## src/rtl/wb_result_fifo.sv

```systemverilog
// Write-back result capture: FWFT FIFO of {dest, data}, head visible the cycle after a push.
// Never stalls the CPU; results arriving while full (and not popping) are dropped and counted.

module wb_sync_fifo #(
  parameter int WIDTH  = 20,
  parameter int DEPTH  = 8,
  parameter int ADDR_W = 3
) (
  input  logic              clk,
  input  logic              reset,
  input  logic              wr_vld,
  input  logic [WIDTH-1:0]  wr_dat,
  output logic              wr_acc,
  output logic              rd_vld,
  output logic [WIDTH-1:0]  rd_dat,
  input  logic              rd_rdy,
  output logic [ADDR_W:0]   level,
  output logic              full,
  output logic              empty
);

  localparam logic [ADDR_W:0] DEPTH_L = (ADDR_W+1)'(DEPTH);

  logic [WIDTH-1:0]  mem [DEPTH];
  logic [ADDR_W-1:0] wr_ptr;
  logic [ADDR_W-1:0] rd_ptr;
  logic              pop;

  assign full   = (level == DEPTH_L);
  assign empty  = (level == '0);
  assign rd_vld = !empty;
  assign pop    = rd_vld && rd_rdy;
  // A full FIFO still accepts when the head leaves in the same cycle.
  assign wr_acc = wr_vld && (!full || pop);
  assign rd_dat = rd_vld ? mem[rd_ptr] : '0;

  always_ff @(posedge clk) begin
    if (!reset) begin
      wr_ptr <= '0;
      rd_ptr <= '0;
      level  <= '0;
    end else begin
      if (wr_acc) wr_ptr <= wr_ptr + 1'b1;
      if (pop)    rd_ptr <= rd_ptr + 1'b1;
      case ({wr_acc, pop})
        2'b10:   level <= level + 1'b1;
        2'b01:   level <= level - 1'b1;
        default: level <= level;
      endcase
    end
  end

  always_ff @(posedge clk) begin
    if (reset && wr_acc) mem[wr_ptr] <= wr_dat;
  end

endmodule

module wb_result_fifo #(
  parameter int DATA_W = 16,
  parameter int DEST_W = 4,
  parameter int DEPTH  = 8,
  parameter int ADDR_W = 3,
  parameter int DROP_W = 8
) (
  input  logic              clk,
  input  logic              reset,
  input  logic              in_valid,
  input  logic [DATA_W-1:0] in_data,
  input  logic [DEST_W-1:0] in_dest,
  output logic              out_valid,
  output logic [DATA_W-1:0] out_data,
  output logic [DEST_W-1:0] out_dest,
  input  logic              out_ready,
  output logic [ADDR_W:0]   count,
  output logic              full,
  output logic              empty,
  input  logic              ovf_clr,
  output logic              overflow,
  output logic [DROP_W-1:0] drop_cnt
);

  typedef struct packed {
    logic [DEST_W-1:0] dest;
    logic [DATA_W-1:0] data;
  } entry_t;

  localparam logic [DROP_W-1:0] DROP_MAX = '1;

  entry_t wr_entry;
  entry_t rd_entry;
  logic   accepted;
  logic   drop;

  assign wr_entry.dest = in_dest;
  assign wr_entry.data = in_data;

  wb_sync_fifo #(
    .WIDTH  ($bits(entry_t)),
    .DEPTH  (DEPTH),
    .ADDR_W (ADDR_W)
  ) u_fifo (
    .clk    (clk),
    .reset  (reset),
    .wr_vld (in_valid),
    .wr_dat (wr_entry),
    .wr_acc (accepted),
    .rd_vld (out_valid),
    .rd_dat (rd_entry),
    .rd_rdy (out_ready),
    .level  (count),
    .full   (full),
    .empty  (empty)
  );

  assign out_data = rd_entry.data;
  assign out_dest = rd_entry.dest;
  assign drop     = in_valid && !accepted;

  // A drop in the same cycle as ovf_clr restarts the count at one rather than clearing.
  always_ff @(posedge clk) begin
    if (!reset) begin
      overflow <= 1'b0;
      drop_cnt <= '0;
    end else if (drop) begin
      overflow <= 1'b1;
      if (ovf_clr)
        drop_cnt <= DROP_W'(1);
      else if (drop_cnt != DROP_MAX)
        drop_cnt <= drop_cnt + 1'b1;
    end else if (ovf_clr) begin
      overflow <= 1'b0;
      drop_cnt <= '0;
    end
  end

endmodule

```

## config.mk

```make
export PLATFORM = sky130hd
export DESIGN_NAME = wb_result_fifo
export DESIGN_NICKNAME = d
export VERILOG_FILES = /design/src/rtl/wb_result_fifo.sv
export SDC_FILE = /design/constraint.sdc
export NUM_CORES = 1
export LEC_CHECK = 0
export ABC_AREA = 1
export CAP_MARGIN = 20
export CORE_MARGIN = 3
export CORE_UTILIZATION = 45
export CTS_CLUSTER_DIAMETER = 120
export DETAILED_ROUTE_END_ITERATION = 8
export HOLD_SLACK_MARGIN = 0.15
export PLACE_DENSITY = 0.67
export SYNTH_ARGS = -nofsm -noshare
export SYNTH_HDL_FRONTEND = slang
export SYNTH_SLANG_ARGS = --single-unit
```

## constraint.sdc

```tcl
create_clock -name clk -period 2.51 [get_ports clk]
set_input_delay 0.3765 -clock clk [delete_from_list [all_inputs] [get_ports clk]]
set_output_delay 0.3765 -clock clk [all_outputs]
set_load 0.01 [all_outputs]
```

# After elaboration in Yosys (flattened, before gate mapping)
# Memory sizes are Yosys's and may differ from the RTL's. A register that Yosys moved wholly into a read port is not among the register bits.
# Cells that the tools add are included.
[totals]
inputBits = 25
ramBits = 160
latchBits = 0
output_inout_bits = 36
reg_bits = 19
elab_cells = 40
mem_bits_ro = 0
mem_count = 1
[memory_table]
columns = ["name", "depth", "word_bits", "rd", "rd_ports_with_merged_regs", "write_ports", "line", "text"]
rows = [
  ["u_fifo.mem", 8, 20, 1, 1, 1, "24", "logic [WIDTH-1:0] mem [DEPTH];"],
]
[op_classes]
mux = 12
n_reduce_logical = 13
add_sub_neg = 5
magnitude_cmp = 0
shifts = 0
bitwise_logic = 0
n_eq_ne = 4
mul = 0
div_mod_pow = 0
[op_table]
columns = ["op", "n"]
rows = [
  ["two-way mux 8 bit", 4],
  ["two-way mux 20 bit", 1],
  ["adder 8 x 1 -> 8 bit, second input constant", 1],
  ["inequality test 8 bit, second input constant", 1],
  ["one-hot mux 4 bit (2 select lines)", 1],
  ["adder 3 x 1 -> 3 bit, second input constant", 2],
  ["two-way mux 3 bit", 2],
  ["nonzero test 2 bit", 3],
  ["adder 4 x 1 -> 4 bit, second input constant", 1],
  ["== test 4 bit, second input constant", 1],
  ["logical AND 1 bit", 4],
  ["logical NOT 4 bit", 1],
  ["two-way mux 1 bit", 4],
  ["subtractor 4 x 1 -> 4 bit, second input constant", 1],
  ["logical NOT 1 bit", 3],
  ["== test 2 x 1 -> 1 bit, second input constant", 1],
  ["== test 2 bit, second input constant", 1],
  ["AND reduction 2 bit", 1],
  ["logical OR 1 bit", 1],
]

# Depth between registers and ports, before layout
# Gate-level depths: netlist (run 1).
[logic_depth]
depth_word = 9
ltp_mapped = 14
mapped_depth_nobuf = 14

# Hierarchy
# A second synthesis (run 1) with hierarchy kept.
[unflattened]
cells_unflattened = 632
area_unflattened_um2 = 7537.2
[by_module_without_submodules]
columns = ["module", "seq_area_each_um2", "instances", "area_each_um2", "cells_each"]
rows = [
  ["wb_sync_fifo", 5064.9, 1, 6985.4, 549],
  ["wb_result_fifo", 180.2, 1, 551.8, 83],
]

# Least setup slack after synthesis (run 1)
# No wires, ideal clock.
[synth_path]
kind = "register to register"
start = "register u_fifo.level[0]"
end = "memory u_fifo.mem[6][0] (enable)"
stages_incl_launch_ff = 7
required_ps = 2088
n_path_buf = 0
arrival_time_ps = 2361
path_slack_ps = -274
setup_ps = 422
period_less_slack_ps = 2784
path_cell_list = "dfxtp_1 -> nor2_2 -> nand3_1 -> nand2_2 -> inv_1 -> nand2_1 -> nor3_1"
[synth_via]
elab_chain_len = 8
elab_cells_between_ends = 10
classes_between = "eq/ne (1); mux (2); reduce/logical (7)"
[synth_rtl]
columns = ["element", "line", "text"]
rows = [
  ["start, declared", "17", "output logic [ADDR_W:0] level,"],
  ["start signal, assigned", "46", "2'b10: level <= level + 1'b1;"],
  ["start signal, assigned", "47", "2'b01: level <= level - 1'b1;"],
  ["start signal, assigned", "48", "default: level <= level;"],
  ["logical NOT 4 bit", "30", "assign empty = (level == '0);"],
  ["logical NOT 1 bit", "31", "assign rd_vld = !empty;"],
  ["logical AND 1 bit", "32", "assign pop = rd_vld && rd_rdy;"],
  ["logical OR 1 bit (*)", "34", "assign wr_acc = wr_vld && (!full || pop);"],
  ["logical AND 1 bit (*)", "34", ""],
  ["logical AND 1 bit (*)", "54", "if (reset && wr_acc) mem[wr_ptr] <= wr_dat;"],
  ["two-way mux 1 bit (*)", "54", ""],
  ["two-way mux 1 bit (not written as such) (*)", "54", ""],
  ["end, declared", "24", ""],
]
# Every way passes the cells marked *; elsewhere a longest branch is shown, timed or not.

==> results_dict.tcl, run 1 <==
set metrics [dict create \
    hold_depth 2 \
    fp.coreArea_sq_um 16100 \
    fmax_mhz 416 \
    power_frac_comb_pct 31.3 \
    place_area_sq_um 8510 \
    die_y_um 135 \
    yosys_warnings 0 \
    status "finished clean" \
    top_usage_layer "met2" \
    critPathKind "flop to output pin" \
    met2_usage_pct 33.7 \
    min_to "overflow" \
    met1_usage_pct 24.8 \
    synth_fp_nets 683 \
    routabilityCongestion 0.846 \
    via_count 5180 \
    antennaDiodeCount 0 \
    fin_area_sq_um 9260 \
    numCtsBuffers 17 \
    tightest_slew_ns 0.349 \
    fin_cells 956 \
    synth_seq_area_share_pct 70.3 \
    yosys.area.top_type "edfxtp_1" \
    drt-pass1-iter-count 4 \
    synth_seq_cells 182 \
    start_util_pct 46.5 \
    reg2reg_to "u_fifo.level[2]" \
    clock_latency_ns 0.42 \
    avgSynthCellArea_sq_um 11.4 \
    endpoint_kind "output pin" \
    clk_path_buf_depth 2 \
    nNetsFinal 758 \
    drcViolationCount 0 \
    leakage_nw 3.31 \
    synth.area.top_cells "edfxtp_1, nor2_1, dfxtp_1" \
    drtIter0Drc 372 \
    io_buffers 60 \
    htreeDepth 4 \
    synth_cells 652 \
    synth_cell_types 32 \
    grt_util_met3_pct 3.91 \
    dieArea_sq_um 18200 \
    rows 46 \
    pwr-share-clk_pct 30.2 \
    cap_violations 0 \
    arrival_ns 2.03 \
    finalPower_w 0.00917 \
    viasPerCell 5.42 \
    wire_per_inst_um 17.9 \
    intPower_w 0.00629 \
    routed_wl_um 17100 \
    min_path_type "flop to flop" \
    p_sw_share_pct 31.3 \
    grt_overflow 0 \
    layout-drive-gt1-share_pct 11.4 \
    io_pins 61 \
    grt_max_degree 41 \
    p_seq_share_pct 38.5 \
    drv_slew 0 \
    critPathLaunchType "flop" \
    die-width_um 135 \
    synth.cell_area_sq_um 7460 \
    finalCritPeriodShare_pct 95.7 \
    relSlewSlack_pct 76.7 \
    rsz0062_at_grt "false" \
    period_minus_slack_ns 2.40 \
    dp_cells 918 \
    syn_to_final_growth_pct 24.1 \
    clk_pin_slew_worst_paths_ns 0.07 \
    hp-start "overflow" \
    track_usage_pct 19.5 \
    fillers 1286 \
    root_buffer "clkbuf_16" \
    vdd_drop_max_mv 0.751 \
    hold_viol_final 0 \
    grt_pass1_wl_um 27100 \
    synth_top_cell_area_share_pct 64.4 \
    cp_max_fo 24 \
    finalSetupViolCount 0 \
    rr_worst_depth 14 \
    p_per_area_nw_per_um2 990 \
    numClockSinks 182 \
    ant_nets 0 \
    cts_tree "yes" \
    regToRegSetupSlack_ns 0.23 \
    p_switching_w 0.00287 \
    grt_antenna_before_repair 0 \
    grt_pass1_vias 5131 \
    hpwlAfterDp_um 10100 \
    cts_hold_buf 0 \
    critPathRequiredTime_ns 2.13 \
    worst_clock_skew_ns 0.00618 \
    timing.rr.start "u_fifo.level[1]" \
]
-- final cells by class --
type / count / area, sq um / share of cell area [%]
Sequential cell: 182 / 5250 / 56.7
Multi-Input combinational cell: 405 / 1980 / 21.4
Timing Repair Buffer: 90 / 1020 / 11.1
Clock buffer: 20 / 437 / 4.71
Tap cell: 216 / 270 / 2.92
Clock inverter: 12 / 176 / 1.90
Inverter: 31 / 124 / 1.34
-- synthesized netlist by cell type, drive strengths merged --
cell,instances
nor2,162
edfxtp,160
o21ai,88
nand2,59
inv,31
dfxtp,22
clkbuf,21
o211ai,21
o22ai,20
a21oi,17
nand3,14
buf,13
ha,6
nand4,6
nor3,6
xnor2,2
nor4,1
o21bai,1
or2,1
xor2,1
-- worst max path at each step --
stage / from / end / slack [ns]
2_1_floorplan: u_fifo.level[0] / u_fifo.mem[6][0] / -0.27
6_report: flop / out_data[10] / 0.11
3_5_place_dp: out_ready / u_fifo.level[2] / 0.13
4_1_cts: flop / out_dest[3] / 0.09
5_1_grt: u_fifo.level[0] / u_fifo.level[2] / 0.002
3_3_place_gp: out_ready / u_fifo.level[2] / 0.23
-- stage by stage --
stage	setup WS (ns)	util, %	hold slack [ns]	TNS [ns]
6_report	0.108	57.7	0.473	0
5_1_grt	0.00191	57.7	0.529	0
2_1_floorplan	-0.274	-	0.433	-21.88
4_1_cts	0.0882	57.6	0.478	0
3_3_place_gp	0.233	53.0	0.444	0
3_5_place_dp	0.126	53.0	0.466	0
-- state kept, by name (all words and copies together), names as in the netlist, named ones only --
signal,cells
u_fifo.mem,160
drop_cnt,8
overflow,1
u_fifo.wr_ptr,3
u_fifo.level,4
u_fifo.rd_ptr,3
-- placed cells by master (no fill, tap or decap), types with 3 or more instances in the layout --
| master | synthesis | final |
|---|---|---|
| a21oi_1 | 17 | 17 |
| buf_6 | 1 | 4 |
| o21ai_0 | 74 | 74 |
| dlygate4sd2_1 | 0 | 19 |
| nor2_2 | 3 | 10 |
| edfxtp_1 | 160 | 160 |
| bufinv_16 | 0 | 4 |
| buf_4 | 1 | 12 |
| ha_1 | 6 | 6 |
| nand2_1 | 56 | 56 |
| buf_12 | 0 | 11 |
| dfxtp_1 | 22 | 19 |
| inv_1 | 29 | 29 |
| clkdlybuf4s50_1 | 0 | 40 |
| nor3_2 | 0 | 4 |
| nor2_1 | 158 | 151 |
| o211ai_1 | 21 | 21 |
| clkbuf_16 | 0 | 17 |
| clkbuf_1 | 16 | 3 |
| o21ai_1 | 14 | 14 |
| nand4_1 | 6 | 6 |
| o22ai_1 | 20 | 20 |
| nand3_1 | 12 | 12 |
-- kinds of logic (layout without fill, tap and decap cells) --
group,Yosys count,after routing,synth area share [%]
AOI/OAI and AO/OA,147,147,10.9
xor gates and xnor gates,3,3,0.352
adders and majority gates,6,6,1.01
buffers and inverters,65,153,3.67
DFF,182,182,70.3
and+or+nand+nor,249,249,13.7
-- critical path: stages, from the launching register on --
cell and delay (ns):
dfxtp_4 0.43, buf_4 0.15, buf_12 0.16, nor2_1 0.06, nor2_1 0.08, o21ai_0 0.10, o211ai_1 0.09, nand2_1 0.08
nor2_2 0.15, dlygate4sd2_1 0.29
-- routing by layer --
layer / vias up / routed length (um)
li1: 2459 / -
met1: 2576 / 7350
met2: 125 / 8730
met3: 20 / 753
met4: 0 / 268
met5: - / 0
-- power groups by stage --
stage	sequential [W]	clock [W]	combinational (W)
floorplan	0.00356	0	0.00154
global placement	0.00357	0	0.00278
detailed placement	0.00358	0	0.00283
CTS	0.00353	0.00280	0.00288
global route	0.00354	0.00295	0.00317
finish	0.00353	0.00276	0.00287
-- repair_timing --
action                                  4_1_cts  5_1_grt
gates cloned                                  3        0
resized for setup                            33        2
setup buffers                                 2        1
endpoints found under the setup margin       20        3
pin swaps                                     0        0
Note: power is estimated with default switching activity, not from simulation.
==> run 2: changes to the inputs <==
--- a/config.mk
+++ b/config.mk
@@ -6,10 +6,8 @@
 export NUM_CORES = 1
 export LEC_CHECK = 0
 export ABC_AREA = 1
-export CAP_MARGIN = 20
 export CORE_MARGIN = 3
 export CORE_UTILIZATION = 45
-export CTS_CLUSTER_DIAMETER = 120
 export DETAILED_ROUTE_END_ITERATION = 8
 export HOLD_SLACK_MARGIN = 0.15
 export PLACE_DENSITY = 0.67
==> results of run 2 <==
Same layout as run 1: the final DEF is identical, and so are final timing and power.
==> run 3: changes to the inputs <==
--- a/config.mk
+++ b/config.mk
@@ -13,4 +13,5 @@
 export PLACE_DENSITY = 0.67
 export SYNTH_ARGS = -nofsm -noshare
 export SYNTH_HDL_FRONTEND = slang
+export SYNTH_HIERARCHICAL = 1
 export SYNTH_SLANG_ARGS = --single-unit
==> run 3 against run 2 <==
Net effect:
- wire length about the same
- register-to-register slack better by 0.18 ns
- sequential power down 2%
- hold slack about the same
- die area up 0.98%
- worst setup slack better by 0.0076 ns
- fmax up 0.32%
- largest cell class unchanged
- largest power group unchanged
==> results_dict.tcl, run 3 <==
set metrics [dict create \
    status "finished clean" \
    slowest_delay_ns 0.38 \
    endpoint_kind "output pin" \
    cts_tree "yes" \
    io_buffers 60 \
    fmax_mhz 418 \
    top_usage_layer "met2" \
    relSlewSlack_pct 77.3 \
    worst_clock_skew_ns 0.00671 \
    fillers 1292 \
    hpwlAfterDp_um 9610 \
    synth_enable_flop_cells 160 \
    synth_seq_cells 182 \
    synth_seq_area_share_pct 69.6 \
    min_path_type "flop to flop" \
    viasPerCell 5.36 \
    post-synth-top-count-cell "edfxtp_1" \
    crit_family "buffers and inverters" \
    hold_viol_final 0 \
    p_sw_share_pct 30.1 \
    synthTopCellsByCount "edfxtp_1, nor2_1, o21ai_0, nand2_1, inv_1" \
    routed_wl_um 17100 \
    period_minus_slack_ns 2.39 \
    grt_antenna_before_repair 0 \
    synth_fp_nets 663 \
    drtIter0Drc 340 \
    critPathKind "flop to output pin" \
    antennaDiodeCount 0 \
    arrival_ns 2.02 \
    dieArea_sq_um 18300 \
    vdd_drop_max_mv 0.529 \
    p_seq_share_pct 42.5 \
    tightest_slew_ns 0.339 \
    grt_util_met3_pct 3.71 \
    root_buffer "clkbuf_16" \
    slowest_stage "dfxtp_4" \
    cap_violations 0 \
    numCtsBuffers 17 \
    syn_to_final_growth_pct 23.9 \
    grt_overflow 0 \
    routabilityCongestion 0.799 \
    clk_path_buf_depth 2 \
    io_pins 61 \
    fin_area_sq_um 9340 \
    via_count 5047 \
    drv_slew 0 \
    die_y_um 135 \
    leakage_nw 3.29 \
    path_cells "buf_4 -> buf_12 -> buf_16 -> o21ai_0 -> o21ai_1 -> o21ai_0 -> nor2_1 -> dlygate4sd2_1" \
    final_cell_mix "edfxtp_1, nor2_1, o21ai_0" \
    regMostFlops "u_fifo/mem" \
    cpMostUsedCell "o21ai_0" \
    layout-drive-gt1-share_pct 14.3 \
    cts_hold_buf 0 \
    met2_usage_pct 33.1 \
    grt_pass1_wl_um 26900 \
    drt-pass1-iter-count 5 \
    grt_pass1_vias 5091 \
    rows 46 \
    rsz0062_at_grt "false" \
    fp.coreArea_sq_um 16100 \
    yosys_warnings 6 \
    grt_max_degree 41 \
    postSynth.asyncResetShare_pct 0 \
    largest_register_ffs 160 \
    pwr-share-clk_pct 31.3 \
    synth.cell_area_sq_um 7540 \
    largestRegisters "u_fifo/mem x160, drop_cnt x8, u_fifo/level x4" \
    pre_cts_ws_ns 0.237 \
    start_util_pct 46.8 \
    synth_cells 632 \
    wire_per_inst_um 18.2 \
    ys.flop_type "edfxtp_1" \
    met1_usage_pct 24.5 \
    p_per_area_nw_per_um2 872 \
    intPower_w 0.00569 \
    clock_latency_ns 0.42 \
    avgSynthCellArea_sq_um 11.9 \
    drcViolationCount 0 \
    htreeDepth 4 \
    power_frac_comb_pct 26.2 \
    place_area_sq_um 8550 \
    cp_max_fo 20 \
    synth.area.top_cells "edfxtp_1, nor2_1, dfxtp_1" \
    fin_ws_ns 0.115 \
    nNetsFinal 743 \
    yosys.area.top_type "edfxtp_1" \
    numClockSinks 182 \
    die-width_um 135 \
    clk_pin_slew_worst_paths_ns 0.07 \
    synth_top_cell_area_share_pct 63.7 \
    path_buf_inv 4 \
    synth_cell_types 31 \
    finalSetupViolCount 0 \
    track_usage_pct 19.4 \
    critPathLaunchType "flop" \
    finalCritPeriodShare_pct 95.4 \
    p_switching_w 0.00245 \
    critPathRequiredTime_ns 2.13 \
    final_common_cell "edfxtp_1" \
    ant_nets 0 \
]
run 3: changes by cell type after synthesis, moves of 5 or more:
cell / previous run / this run
nand2_2: 2 / 7
o211ai_1: 21 / 0
clkbuf_1: 16 / 11
buf_4: 1 / 6
mux2i_1: 0 / 20
o21ai_0: 74 / 85
nand2_1: 56 / 31
nor2_1: 158 / 138
nand3_2: 1 / 6
o21ai_1: 14 / 23
run 3: cell families after synthesis:
kind of cell / count (synthesis) / share of synthesized area, %
flip-flops: 182 / 69.6
XOR/XNOR: 1 / 0.116
buffers and inverters: 65 / 3.80
multiplexers: 20 / 2.66
adder cells (fa/ha/maj): 6 / 1.10
AND/OR/NAND/NOR: 210 / 12.4
AO/OA/AOI/OAI: 148 / 10.3
run 3: power by group through the flow:
stage	clock network [W]	logic [W]	registers [W]
floorplan	0	0.00117	0.00350
global placement	0	0.00193	0.00350
detailed placement	0	0.00197	0.00351
CTS	0.00260	0.00212	0.00346
global route	0.00273	0.00233	0.00347
finish	0.00255	0.00213	0.00346
run 3: cell type report:
cell class                      count  area [sq um]  area share, %
Sequential cell                   182          5250           56.2
Multi-Input combinational cell    385          2050           21.9
Timing Repair Buffer               92          1060           11.4
Clock buffer                       17           425           4.56
Tap cell                          216           270           2.89
Clock inverter                     15           148           1.58
Inverter                           34           133           1.42
run 3: metal layers:
layer	vias up	routed length (um)
met5	-	0
met4	0	328
met3	28	939
met2	158	8760
met1	2453	7090
li1	2408	-
run 3: per-stage QoR:
| step | utilization, % | total power [W] | std cells | hold WS [ns] | setup TNS (ns) |
|---|---|---|---|---|---|
| 2_1_floorplan | - | 0.00467 | 632 | 0.433 | -22.61 |
| 3_3_place_gp | 53.1 | 0.00543 | 900 | 0.458 | 0 |
| 3_5_place_dp | 53.1 | 0.00548 | 900 | 0.470 | 0 |
| 4_1_cts | 57.8 | 0.00819 | 939 | 0.479 | 0 |
| 5_1_grt | 58.0 | 0.00853 | 941 | 0.501 | 0 |
| 6_report | 58.0 | 0.00814 | 941 | 0.473 | 0 |
run 3: final timing paths:
check,from,endpoint,slack [ns],cells past startpoint
max,flop,out_data[8],0.12,8
min reg2reg,overflow,overflow,0.47,2
max reg2reg,u_fifo/level[3],u_fifo/level[3],0.41,12
min,overflow,overflow,0.47,2
run 3: repair_timing:
item | 4_1_cts | 5_1_grt
pin swaps | 3 | 0
gates resized for setup | 32 | 2
cloned | 5 | 0
setup buffers | 2 | 2
endpoints found under the hold margin | 0 | 0
setup endpoints to repair | 20 | 3
run 3: tightest hold or removal path: cells and delay by family, from the launching register on:
family	cells	cell delay, ns
simple gates	1	0.06
flops	1	0.31
compound gates	1	0.06
